[src/rtl/ram_8.sv]
// Eight-entry register-file RAM: one decoded synchronous write port and a
// combinational read port sharing the same select.
module ram_8 #(
  parameter int WIDTH  = 20,
  parameter int DEPTH  = 8,
  parameter int ADDR_W = 3
) (
  input  logic              clk,
  input  logic              reset,
  input  logic              LOAD,
  input  logic [WIDTH-1:0]  IN,
  input  logic [ADDR_W-1:0] sel,
  output logic [WIDTH-1:0]  OUT
);

  logic [DEPTH-1:0][WIDTH-1:0] mem;
  logic [DEPTH-1:0]            we;

  // One-hot write enable; LOAD gates the whole decoder.
  always_comb begin
    we = '0;
    if (LOAD) we[sel] = 1'b1;
  end

  always_ff @(posedge clk) begin
    for (int k = 0; k < DEPTH; k++) begin
      if (reset)      mem[k] <= '0;
      else if (we[k]) mem[k] <= IN;
    end
  end

  // No bypass: a same-entry write shows up only after the edge.
  assign OUT = mem[sel];

endmodule

[config.mk]
export PLATFORM = sky130hd
export DESIGN_NAME = ram_8
export DESIGN_NICKNAME = d
export VERILOG_FILES = /design/src/rtl/ram_8.sv
export SDC_FILE = /design/constraint.sdc
export NUM_CORES = 1
export LEC_CHECK = 0
export CAP_MARGIN = 25
export CORE_MARGIN = 2
export CORE_UTILIZATION = 55
export CTS_BUF_LIST = sky130_fd_sc_hd__clkbuf_8
export DETAILED_ROUTE_END_ITERATION = 10
export MAX_ROUTING_LAYER = met4
export PLACE_DENSITY_LB_ADDON = 0.12
export SYNTH_ARGS = -nofsm -noshare
export SYNTH_HDL_FRONTEND = slang
export SYNTH_SLANG_ARGS = --single-unit
[constraint.sdc]
create_clock -name clk -period 2.45 [get_ports clk]
set_input_delay 0.735 -clock clk [delete_from_list [all_inputs] [get_ports clk]]
set_output_delay 0.735 -clock clk [all_outputs]
set_load 0.05 [all_outputs]
# Yosys cells after proc, flatten, opt, wreduce, memory -nomap -nowiden
# Index checks and enable logic that the tools add are counted.
op_classes:
  magnitude_cmp: 2
  mux: 5
  n_reduce_logical: 1
ops:
  columns: ["cell", "n"]
  rows:
  - ["20-bit binary-select mux with 3-bit select", 1]
  - ["20-bit two-way mux", 1]
  - ["8-bit two-way mux", 1]
  - ["3-bit by 4-bit < comparator with 1-bit output, second input constant", 1]
  - ["1-bit demux with 3-bit select", 1]
  - ["3-bit by 1-bit greater-or-equal comparator with 1-bit output, second input constant", 1]
  - ["1-bit logical AND", 1]
  - ["1-bit two-way mux", 1]
word_totals:
  ff_bits: 160
  input_bits: 26
  out_inout_bits: 20
  wordCells: 16

# Logic depth before layout (Yosys ltp)
logic_depth:
  depth_word: 5
  depth_mapped: 6
  depth_no_buf: 3

# Worst setup path before layout
# OpenSTA, ideal clock, no wires.
synth_path:
  path_type: "input to output"
  from: "in sel[2]"
  to: "out OUT[17]"
  arrival_time_ns: 2.152
  required_ns: 1.715
  slack_ns: -0.437
  path_stages: 5
  path_buffers: 2
  cell_sequence: "buf_2 buf_2 nor2b_1 a221oi_1 o221ai_1"
synth_via:
  elab_chain_cells: 2
synth_lines:
  columns: ["element", "line_no", "rtl"]
  rows:
  - ["from (decl)", "12", "input logic [ADDR_W-1:0] sel,"]
  - ["20-bit binary-select mux with 3-bit select", "33", "assign OUT = mem[sel];"]
  - ["20-bit two-way mux (implied by the code)", "33", null]
  - ["to (decl)", "13", "output logic [WIDTH-1:0] OUT"]
# No other way between the ends. The select of a mux whose other input is x is not followed.

# Final worst setup path
layout_path:
  from: "in sel[0]"
  to: "out OUT[18]"
# Same word-level chain as after synthesis.

==> PnR_summary.wiki <==
{| class="wikitable"
! Metric !! Value
|-
| Ratio of final minimum period to clock period || 111%
|-
| Total number of placement rows || between 40 and 50
|-
| Max-slew violations || 0
|-
| Kind of critical path || in2out
|-
| Initial cell density of the core || between 50% and 60%
|-
| CP arrival || 2.00 ns
|-
| Endpoint, Worst Hold || mem[85]
|-
| Most flops, register || mem
|-
| Proportion of synthesized area in mux cells || between 15 and 20%
|-
| Xor/xnor share of the synthesized area || 0%
|-
| Post-synth top cells || sky130_fd_sc_hd__nand2_1 (301), sky130_fd_sc_hd__dfxtp_1 (160), sky130_fd_sc_hd__a21oi_1 (140)
|-
| Leading cell types by total area after synthesis || sky130_fd_sc_hd__dfxtp_1 (45%), sky130_fd_sc_hd__nand2_1 (16%), sky130_fd_sc_hd__mux4_2 (11%), sky130_fd_sc_hd__a21oi_1 (9.7%), sky130_fd_sc_hd__mux2_2 (3.0%)
|-
| Slew margin rel. || between 70 and 80%
|-
| Worst supply voltage drop on vdd || 0.311 mV
|-
| Maximum clock frequency || between 300 and 400 MHz
|-
| Post-Syn Instances || 810
|-
| Unrepaired setup endpoints after global routing || yes
|-
| Cells on Worst Hold Path || 2
|-
| Syn Std Cell Area || just over 7000 um^2
|-
| Number of nets in the finished design || about 870
|-
| Critical register-to-register path startpoint || mem[97]
|-
| Critical path peak fanout || 7
|-
| Insertion delay of the later-clocked pin in the worst-skew pair || 0.44 ns
|-
| Time the worst path needs with I/O delays and setup || approximately 2.7 ns
|-
| Async set-reset flop share out of synthesis || 0%
|-
| Number of filler instances in the final layout || between 900 and 1,000
|-
| Combinational family with the most area after synthesis || simple AND/OR/NAND/NOR gates
|-
| Via density per instance || 5.84
|-
| Leakage Power || ~3.0 nW
|-
| Final sum of negative setup slack || -4.79 ns
|-
| Cells along the critical path || buf_16 > buf_12 > mux4_2 > mux2_4 > buf_8
|-
| First-pass GRT wire length || 32.2 mm
|-
| Multi-input combinational cell area || around 3600 um^2
|-
| Setup slack on the worst flop-to-flop path || 1.77 ns
|-
| Required @ worst endpoint || about 1.7 ns
|-
| Min-delay worst type || reg2reg
|-
| Share of synthesized cell area in and, or, nand and nor gates || 20.1%
|-
| Sequential cell area fraction in the yosys report || about 45%
|-
| Share of final-layout standard cells stronger than drive strength 1 || between 20% and 30%
|-
| Number of buffers on the longest clock path || 2
|-
| Detailed placement HPWL || ~13 mm
|-
| Starting DRC count in detailed routing || 569
|-
| Result of the run || finished, violations left
|-
| Fraction of the mapped netlist area in adder cells || 0%
|-
| Core Box Area || ~13,000 um^2
|-
| Failing checks || negative setup slack
|-
| TritonCTS clock tree || done
|-
| Number of flip-flops and latches in the synthesized netlist || between 150 and 200
|-
| Overall global routing resource usage || a little under a third
|-
| Global-route congestion overflow total || 0
|-
| Hold violation total from the final report || 0
|-
| Max-cap check violation count || 0
|-
| Synthesized area per cell || around 8.9 um^2
|-
| Clock transition at the registers of the reported paths || approximately 0.07 ns
|-
| Worst slack after detailed placement || -0.408 ns
|-
| Top-Level Pins || 46
|-
| Total die area || around 14,000 um^2
|-
| Type of origin of the critical path || input pin
|-
| Proportion of netlist area held by the largest area contributor || 44.5%
|-
| Number of flops mapped to enable cells by yosys || 0
|-
| Routed wirelength normalized by instance count || around 20 um
|-
| Largest register FFs || 160
|-
| P&R area growth vs syn || 20.2%
|-
| Antenna violations before repair || 0
|-
| Cell taking the most area after synthesis || sky130_fd_sc_hd__dfxtp_1
|-
| Source of the worst hold timing path || mem[85]
|-
| Post-synthesis compound-gate area fraction || between 10% and 20%
|-
| Depth of the CTS H-tree || 4
|-
| Remaining number of nets flagged by the antenna check after routing || 0
|-
| Port-buffer cells || 45
|-
| Area used by sequential logic in the layout || approximately 3200 um^2
|-
| Distinct cell type count after synthesis || 30
|-
| DP Cell Count || between 900 and 1,000
|-
| Vias in the first global route || around 6,000
|-
| Total power divided by cell area || about 610 nW/um^2
|-
| Length of the first detailed-routing pass in iterations || 7
|-
| Clock tree root buffer cell || sky130_fd_sc_hd__clkbuf_8
|-
| Destination of the worst register-to-register timing path || mem[97]
|-
| Final cell count without fillers || between 1,000 and 1,500
|-
| Detailed-route via count || about 6,000
|-
| Diode insertion count for antenna repair || 0
|-
| Final-report setup violation count || 20
|-
| Largest registers || mem: 160 flops
|-
| Sink count of the clock tree || 160
|-
| Slack of the critical path || -0.281 ns
|-
| Largest net degree at the start of global routing || 49
|-
| Worst-case clock skew || 0 ns
|-
| Critical Path Sink Type || primary output
|-
| Synthesis warning total || 0
|-
| Die height || approximately 120 um
|-
| Final total power || ~5.3 mW
|-
| Most frequent cell after synthesis || sky130_fd_sc_hd__nand2_1
|-
| Slew at the pin closest to its max-slew limit || approximately 0.41 ns
|-
| Hold Worst Slack || between 0.4 and 0.5 ns
|-
| DRC violations left || 0
|-
| Post-Synthesis Net Count || around 840
|-
| Die extent in x || about 120 um
|-
| Delay of the slowest cell on the worst path || roughly 0.5 ns
|-
| Register-to-Register Path Depth || 2
|-
| Slowest cell on the critical path || sky130_fd_sc_hd__mux4_2
|-
| Number of CTS-inserted buffers || 17
|-
| Detailed-route wire length || just over 20 mm
|-
| Last weighted congestion value of the routability-driven placer || 0.837
|-
| Most used flip-flop cell after synthesis || sky130_fd_sc_hd__dfxtp_1
|}
## worst max-delay path by stage
stage | startpoint | endpoint | depth (start not counted)
3_5_place_dp | sel[0] | OUT[6] | 5
5_1_grt | sel[1] | OUT[18] | 5
4_1_cts | sel[1] | OUT[18] | 5
6_report | sel[0] | OUT[18] | 5
2_1_floorplan | sel[2] | OUT[17] | 5
3_3_place_gp | sel[0] | OUT[6] | 5
## worst max-delay path, delay by kind of cell
| kind | cells | cell delay, ns |
|---|---|---|
| mux | 2 | 0.80 |
| buf+inv | 3 | 0.44 |
## routing by layer
metal	up-vias	part of all wire (%)	global-route usage (%)
met3	63	7.0	5.89
met4	0	4.2	14.5
met5	-	0	-
li1	2775	-	-
met2	236	47	47.3
met1	2933	42	39.1
## stage by stage
stage | instance area [um^2] | util, %
global placement | 7880 | 62.2
global route | 8640 | 68.2
detailed placement | 7880 | 62.2
finish | 8640 | 68.2
floorplan | 7330 | -
CTS | 8610 | 67.9
## final cells by class
cell class | instances | share of cell area, %
inverter | 1 | 0.0434
clock buffer | 21 | 3.34
sequential | 160 | 37.1
timing repair buffer | 103 | 14.2
multi-input combinational | 562 | 41.5
tap | 172 | 2.49
clock inverter | 9 | 1.35
## repair_timing
item / 4_1_cts / 5_1_grt
cloned: 4 / 1
endpoints found under the setup margin: 20 / 20
resized for setup: 41 / 1
buffers inserted: 7 / 0
pin swaps: 3 / 3
hold buffers: 0 / 0
## placed cells by master (no fill, tap or decap)
cell type,Yosys,final
sky130_fd_sc_hd__and4_1,1,1
sky130_fd_sc_hd__o221ai_4,0,1
sky130_fd_sc_hd__or4b_4,1,1
sky130_fd_sc_hd__and4bb_2,1,1
sky130_fd_sc_hd__and4bb_1,2,2
sky130_fd_sc_hd__bufinv_16,0,3
sky130_fd_sc_hd__clkbuf_8,0,21
sky130_fd_sc_hd__buf_6,5,19
sky130_fd_sc_hd__buf_12,2,15
sky130_fd_sc_hd__nand4bb_1,3,3
sky130_fd_sc_hd__clkbuf_16,0,1
sky130_fd_sc_hd__buf_4,24,38
sky130_fd_sc_hd__mux2_4,0,19
sky130_fd_sc_hd__nor2b_2,0,1
sky130_fd_sc_hd__nor2b_4,0,1
sky130_fd_sc_hd__nand4_1,1,1
sky130_fd_sc_hd__buf_16,0,4
sky130_fd_sc_hd__a21oi_2,20,20
sky130_fd_sc_hd__a221oi_4,0,2
sky130_fd_sc_hd__and4b_4,1,1
sky130_fd_sc_hd__nand2_1,301,301
sky130_fd_sc_hd__nand4b_1,3,3
sky130_fd_sc_hd__mux2i_1,2,2
sky130_fd_sc_hd__inv_1,1,4
sky130_fd_sc_hd__mux4_2,36,38
sky130_fd_sc_hd__a21oi_1,140,140
sky130_fd_sc_hd__clkdlybuf4s50_1,0,21
sky130_fd_sc_hd__nand2_2,20,20
sky130_fd_sc_hd__clkinv_2,0,3
sky130_fd_sc_hd__and4b_1,2,2
sky130_fd_sc_hd__or3_4,0,1
sky130_fd_sc_hd__buf_2,31,1
sky130_fd_sc_hd__dfxtp_1,160,160
sky130_fd_sc_hd__bufbuf_16,0,1
sky130_fd_sc_hd__buf_8,1,3
sky130_fd_sc_hd__nor4b_4,0,1
## where the power goes
group | leakage, nW | switching [mW] | internal [mW] | total (mW)
combinational | 1.53 | 0.338 | 0.268 | 0.607
sequential | 1.29 | 0.0298 | 2.65 | 2.68
clock | 0.221 | 0.930 | 1.09 | 2.02
total | 3.04 | 1.30 | 4.01 | 5.31
## cell families after synthesis
kind of cell | after synthesis
simple gates | 340
compound gates | 163
flops | 160
buf+inv | 88
mux | 59
Note: power is estimated with default switching activity, not from simulation.
